File: config.mk
export PLATFORM = sky130hd
export DESIGN_NAME = sixty_down_timer
export DESIGN_NICKNAME = d
export VERILOG_FILES = /design/src/rtl/sixty_down_timer.sv
export SDC_FILE = /design/constraint.sdc
export NUM_CORES = 1
export LEC_CHECK = 0
export ABC_CLOCK_PERIOD_IN_PS = 2400
export CORE_ASPECT_RATIO = 0.75
export CORE_UTILIZATION = 45
export CTS_CLUSTER_DIAMETER = 100
export DETAILED_ROUTE_END_ITERATION = 12
export PLACE_DENSITY_LB_ADDON = 0.3
export RECOVER_POWER = 25
export SETUP_SLACK_MARGIN = 0.15
export SLEW_MARGIN = 20
export SYNTH_ARGS = -nofsm -noshare
export SYNTH_HDL_FRONTEND = slang
export SYNTH_SLANG_ARGS = --single-unit
File: constraint.sdc
create_clock -name clk -period 2.4 [get_ports clk]
set_clock_uncertainty 0.1 [all_clocks]
set_input_delay 0.48 -clock clk [delete_from_list [all_inputs] [get_ports clk]]
set_output_delay 0.48 -clock clk [all_outputs]
set_load 0.1 [all_outputs]
File: src/rtl/sixty_down_timer.sv
// Mod-60 BCD countdown timer: loads a 00..59 start value, steps down once per
// TICK_DIV clocks while running, and pulses done on reaching 00.
module sixty_down_timer #(
  parameter int unsigned TICK_DIV = 4
) (
  input  logic       clk,
  input  logic       rst,
  input  logic       load,
  input  logic [2:0] load_tens,
  input  logic [3:0] load_ones,
  input  logic       start,
  input  logic       pause,
  output logic [2:0] tens,
  output logic [3:0] ones,
  output logic       running,
  output logic       done
);

  localparam int unsigned PW = 16;
  localparam logic [PW-1:0] TICK_LAST = PW'(TICK_DIV - 1);

  typedef enum logic [1:0] {
    IDLE  = 2'd0,
    RUN   = 2'd1,
    PAUSE = 2'd2,
    DONE  = 2'd3
  } state_e;

  state_e        state_q, state_d;
  logic [2:0]    tens_q, tens_d;
  logic [3:0]    ones_q, ones_d;
  logic [PW-1:0] presc_q, presc_d;
  logic          running_q, running_d;
  logic          done_q, done_d;

  logic          is_zero;
  logic          tick;
  logic          pause_eff;

  assign is_zero   = (tens_q == 3'd0) && (ones_q == 4'd0);
  assign tick      = (presc_q == TICK_LAST);
  // start outranks pause on the same edge
  assign pause_eff = pause && !start;

  // Next-state, prescaler and BCD decrement
  always_comb begin
    state_d = state_q;
    tens_d  = tens_q;
    ones_d  = ones_q;
    presc_d = presc_q;
    done_d  = 1'b0;

    if (load) begin
      tens_d  = (load_tens > 3'd5) ? 3'd5 : load_tens;
      ones_d  = (load_ones > 4'd9) ? 4'd9 : load_ones;
      presc_d = '0;
      state_d = IDLE;
    end else begin
      unique case (state_q)
        IDLE: begin
          if (start && !is_zero) begin
            state_d = RUN;
            presc_d = '0;
          end
        end
        RUN: begin
          if (tick) begin
            presc_d = '0;
          end else if (!pause_eff) begin
            presc_d = presc_q + PW'(1);
          end
          if (pause_eff) begin
            state_d = PAUSE;
          end
          if (tick) begin
            if (ones_q != 4'd0) begin
              ones_d = ones_q - 4'd1;
            end else begin
              ones_d = 4'd9;
              tens_d = tens_q - 3'd1;
            end
            // The step that writes 00 ends the run, even on a pause edge
            if ((tens_q == 3'd0) && (ones_q == 4'd1)) begin
              state_d = DONE;
              done_d  = 1'b1;
            end
          end
        end
        PAUSE: begin
          if (start) begin
            state_d = RUN;
          end
        end
        DONE: begin
          state_d = DONE;
        end
        default: begin
          state_d = IDLE;
        end
      endcase
    end

    running_d = (state_d == RUN);
  end

  // State and output registers
  always_ff @(posedge clk or negedge rst) begin
    if (!rst) begin
      state_q   <= IDLE;
      tens_q    <= 3'd5;
      ones_q    <= 4'd9;
      presc_q   <= '0;
      running_q <= 1'b0;
      done_q    <= 1'b0;
    end else begin
      state_q   <= state_d;
      tens_q    <= tens_d;
      ones_q    <= ones_d;
      presc_q   <= presc_d;
      running_q <= running_d;
      done_q    <= done_d;
    end
  end

  assign tens    = tens_q;
  assign ones    = ones_q;
  assign running = running_q;
  assign done    = done_q;

endmodule
==> results.cfg, run 1 <==
[status]
status = finished, final reports clean

[placement]
dp_hpwl_um = 2630
gp_congestion = 0.945
dp_worst_setup_slack_ns = 0.0407
io_buffers = 20

[power]
power_leakage_nw = 0.811
seqPwrFrac = 0.496
pwr-share-clk = 0.257
pwr-share-comb = 0.247
p_int_mw = 0.673
ir_worst_vdd_uv = 362
switchingPower_mw = 0.327
p_per_area_nw_per_um2 = 521
swShare = 0.327

[cts]
clk_pin_slew_ns = 0.09
worstSkewPairLatency_ns = 0.27
clock-root-buffer = clkbuf_8
htreeDepth = 1
post_cts_resized = 1
ctsHoldBuffers = 0
cts_made_buffers = 3
cts_setup_buffers = 0
cts_tree = yes
cts_sinks = 27
cts_buffer_depth = 2

[global_route]
antenna_found_initial = 0
grt_max_degree = 28
grt.total_usage = 0.206
grt_pass1_vias = 1224
grt_overflow = 0
grt_pass1_wl_um = 5890

[sta]
setup_violations = 0
fin_setup_tns_ns = 0
fin_crit_sh = 0.904
drv_slew = 0
clock.fmax_mhz = 461
worstMarginPinSlew_ns = 0.428
fin_ws_ns = 0.231
period_minus_slack_ns = 2.17
grt_setup_unrepaired = yes
hold_violations = 0
relSlewSlack = 0.713

[layout]
diodes = 0
drive_gt1_frac = 0.177
final-seq-area_um2 = 686
nFillCells = 293
multi_input_comb_area_um2 = 858
nets = 214
area_growth_pct = 19.3

[job]
max_cap_violations = 0

[floorplan]
num_rows = 18
io_pins = 21
initial_core_util = 0.479
fp.coreArea_um2 = 3360
die-area_um2 = 3820
fp.dieW_um = 71.0
die_h_um = 53.8

[synth]
ys_types = 47
ys_seq_elements = 27
synth.avg_cell_area_um2 = 9.29
synth_flop_cell = dfrtp_1
synthTopCellsByArea = dfrtp_1 (36%), dfstp_2 (6.5%), o21ai_0 (4.4%)
yosysSeqAreaShare = 0.423
synth_top_area_cell = dfrtp_1
netlist_top_cells_count = dfrtp_1 (23), o21ai_0 (14), a21oi_1 (12), nand2_1 (11)
synth-edff-count = 0
yosysTopAreaCellShare = 0.358
post-synth-top-count-cell = dfrtp_1
synth_area_um2 = 1610
synthesis.nets = 188
syn_inst = 173
synth_async_sr_flop_share = 1.00
ys_warn_count = 0

[drt]
first_iter_violations = 103
dr.pass1.iters = 6
drcViolationCount = 0
ant_nets = 0
viasPerCell = 5.90
wl_per_cell_um = 15.1
vias = 1405
routed_wl_um = 3600

[worst_setup_path]
arrival_ns = 2.24
path_class = register to register
crit_path_end_kind = register
cp_data_required_time_ns = 2.47
critPathLaunchType = register
critPathMaxFanout = 8

[worst_hold_path]
worstHoldPathType = register to register
[cells by family after synthesis]
kind of cell,count (synthesis),share of synthesized area
and+or+nand+nor,67,0.253
AOI/OAI and AO/OA,52,0.206
DFF,27,0.423
buffers and inverters,17,0.0529
xor gates and xnor gates,4,0.0218
muxes,3,0.0195
adders and majority gates,3,0.0233
[sequential cells by signal (all words and copies together), names as in the netlist]
signal	flops
tens	3
ones	4
running	1
done	1
presc_q	16
state_q	2
[per-layer routing]
metal | global-route usage | share of wire
met3 | 0.0468 | 0.042
met4 | 0.0600 | 0.012
met5 | 0 | 0
met2 | 0.296 | 0.41
met1 | 0.307 | 0.54
[worst max-delay path: stages, from the launching register on]
cell,delay (ns)
dfstp_4,0.62
inv_1,0.07
ha_1,0.22
nor4b_4,0.14
nand2_1,0.10
a311o_1,0.39
o21ai_0,0.19
a32o_1,0.23
[area by class of cell]
type,count,area share
multi-input cells,129,0.447
flip-flops and latches,27,0.357
repair buffers,29,0.128
well taps,40,0.0261
clock buffers,4,0.0235
inverters,9,0.0176
[power groups by stage]
| stage | logic, mW | registers (mW) | clock network [mW] |
|---|---|---|---|
| finish | 0.247 | 0.496 | 0.257 |
| global route | 0.265 | 0.499 | 0.281 |
| CTS | 0.245 | 0.495 | 0.264 |
| detailed placement | 0.243 | 0.504 | 0 |
| global placement | 0.240 | 0.502 | 0 |
| floorplan | 0.0792 | 0.592 | 0 |
[path summary, 6_finish.rpt]
kind | start | depth (start not counted) | to | slack [ns]
min in group asynchronous | rst | 2 | presc_q[13] | 0.53
worst max-delay path | tens[0] | 7 | presc_q[1] | 0.23
worst max register to register | tens[0] | 7 | presc_q[1] | 0.23
worst min-delay path | presc_q[6] | 1 | presc_q[6] | 0.44
max in group asynchronous | rst | 2 | tens[2] | 1.37
worst min register to register | presc_q[6] | 1 | presc_q[6] | 0.44
[through the flow]
| stage | cell area, um^2 | hold WS [ns] | std cells | power [mW] | utilization |
|---|---|---|---|---|---|
| after global routing | 1920 | 0.472 | 238 | 1.05 | 0.572 |
| after floorplan | 1610 | 0.0844 | 173 | 0.671 | - |
| after detailed placement | 1860 | 0.405 | 234 | 0.747 | 0.553 |
| after global placement | 1860 | 0.405 | 234 | 0.742 | 0.553 |
| final | 1920 | 0.435 | 238 | 1.00 | 0.572 |
| after CTS | 1900 | 0.423 | 238 | 1.00 | 0.567 |
[cells in the final DEF (no fill, tap or decap), drive strengths merged, types with 4 or more instances in the layout]
cell / instances
a21o: 4
a21oi: 12
a31oi: 8
and4: 5
buf: 18
clkbuf: 4
clkdlybuf4s50: 10
dfrtp: 23
dfstp: 4
inv: 9
nand2: 11
nand3: 8
nand4b: 4
nor2: 9
nor3: 4
nor4: 4
o21ai: 16
or3: 4
(Power assumes the default switching activity.)
==> run 2, diff against run 1 <==
--- a/config.mk
+++ b/config.mk
@@ -8,8 +8,10 @@
 export ABC_CLOCK_PERIOD_IN_PS = 2400
 export CORE_ASPECT_RATIO = 0.75
 export CORE_UTILIZATION = 45
+export CTS_BUF_LIST = sky130_fd_sc_hd__clkbuf_4 sky130_fd_sc_hd__clkbuf_8 sky130_fd_sc_hd__clkbuf_16
 export CTS_CLUSTER_DIAMETER = 100
 export DETAILED_ROUTE_END_ITERATION = 12
+export DONT_BUFFER_PORTS = 1
 export PLACE_DENSITY_LB_ADDON = 0.3
 export RECOVER_POWER = 25
 export SETUP_SLACK_MARGIN = 0.15
==> run 2 against run 1 <==
Compared with the run above: worst setup slack worse by 0.0025 ns; worst hold slack got worse by 0.27 ns; via count shrank 4.7%; sequential share of layout area grew 2.3 points; non-clock buffer count down 14; maximum frequency decreased by 0.12%; combinational power decreased by 11%; flip-flop and latch count did not move; sequential power hardly changed; final area decreased by 6.0%; critical endpoint is now presc_q[2]; largest cell class unchanged; largest power group unchanged.
==> results.cfg, run 2 (synthesized netlist as in run 1, its figures left out) <==
[drt]
dr.pass1.iters = 6
ant_nets = 0
drcViolationCount = 0
dr.max_layer_used = met4
viasPerCell = 5.98
wl_per_cell_um = 16.3
routed_wl_um = 3660
first_iter_violations = 81
wl_met3_um = 169
vias = 1339
dr_wl_met2_um = 1540
wl_met1_um = 1930

[floorplan]
die-area_um2 = 3820
io_pins = 21
fp.dieW_um = 71.0
initial_core_util = 0.479
num_rows = 18
fp.coreArea_um2 = 3360
die_h_um = 53.8

[power]
pwr-share-comb = 0.223
p_per_area_nw_per_um2 = 548
pwr-share-clk = 0.275
power_leakage_nw = 0.767
switchingPower_mw = 0.321
swShare = 0.325
ir_worst_vdd_uv = 289
seqPwrFrac = 0.502
power.total_mw = 0.987
p_int_mw = 0.666

[worst_setup_path]
critPathMaxFanout = 14
reg2reg_depth = 7
arrival_ns = 2.27
path_class = register to register
crit_path_end_kind = register
critPathLaunchType = register
cp_data_required_time_ns = 2.50

[cts]
clk_pin_slew_ns = 0.09
cts_setup_buffers = 0
worstSkewPairLatency_ns = 0.27
cts_sinks = 27
cts_made_buffers = 3
cts_tree = yes
cts_buffer_depth = 2
clock-root-buffer = clkbuf_8
htreeDepth = 1

[sta]
drv_slew = 0
period_minus_slack_ns = 2.17
hold_violations = 0
clock.fmax_mhz = 461
worstMarginPinSlew_ns = 1.22
fin_crit_sh = 0.905
grt_setup_unrepaired = yes
relSlewSlack = 0.184
fin_setup_tns_ns = 0
setup_violations = 0

[placement]
dp_hpwl_um = 2630
gp_congestion = 0.877
io_buffers = 0
place_area_um2 = 1710

[layout]
diodes = 0
final_common_cell = dfrtp_1
largest_register_ffs = 16
area_growth_pct = 12.1
largest-register = presc_q
nets = 200
layout_common_cells = dfrtp_1 (22), o21ai_0 (13), a21oi_1 (12), buf_4 (12), nand2_1 (11)
stdcell_area_um2 = 1800
drive_gt1_frac = 0.179

[global_route]
grt_pass1_wl_um = 5810
grt_overflow = 0
grt_max_degree = 28
antenna_found_initial = 0
grt.total_usage = 0.200
grt_pass1_vias = 1158

[worst_hold_path]
worstHoldPathType = primary input to register
hold_depth = 1

[job]
max_cap_violations = 0

[status]
status = finished, final reports clean
==> run 2: what timing repair did <==
item | 4_1_cts | 5_1_grt
setup endpoints to repair | 2 | 6
hold buffers | 2 | 0
resized for setup | 1 | 5
hold endpoints to repair | 27 | 0
==> run 2: final timing paths <==
path,startpoint,end,slack (ns)
max,presc_q[0],presc_q[2],0.23
max reg2reg,presc_q[0],presc_q[2],0.23
max in group asynchronous,rst,tens[1],0.42
min reg2reg,presc_q[6],presc_q[6],0.44
min,load,tens[0],0.17
min in group asynchronous,rst,presc_q[9],0.98
==> run 2: power groups by stage <==
stage | Combinational (mW) | Clock [mW] | Sequential [mW]
6_report | 0.220 | 0.272 | 0.495
5_1_grt | 0.236 | 0.296 | 0.498
4_1_cts | 0.221 | 0.278 | 0.494
3_5_place_dp | 0.206 | 0 | 0.502
3_3_place_gp | 0.201 | 0 | 0.501
2_1_floorplan | 0.0792 | 0 | 0.592
==> run 2: layer usage <==
metal,vias to the layer above,track usage
li1,661,-
met2,33,0.268
met1,641,0.318
met4,0,0.0433
met3,4,0.0487
met5,-,0
==> run 2: cell type report <==
type | instances | area (um^2)
fillers | 303 | 1550
multi-input cells | 129 | 861
flip-flops and latches | 27 | 686
repair buffers | 15 | 124
well taps | 40 | 50.0
clock buffers | 4 | 48.8
inverters | 9 | 33.8
==> run 2: metrics by stage <==
step / instances / util / setup slack, ns / hold WS (ns)
floorplan: 173 / - / 0.167 / 0.0844
global placement: 218 / 0.509 / 0.241 / 0.0857
detailed placement: 218 / 0.509 / 0.0681 / 0.0859
CTS: 224 / 0.534 / 0.180 / 0.168
global route: 224 / 0.537 / 0.0615 / 0.156
finish: 224 / 0.537 / 0.229 / 0.168
==> run 2: critical path: stages, from the launching register on <==
cell	delay, ns
dfrtp_1	0.42
ha_1	0.26
nor4b_2	0.18
and4_1	0.23
buf_6	0.16
or2_4	0.31
or3_1	0.37
o21ai_2	0.07
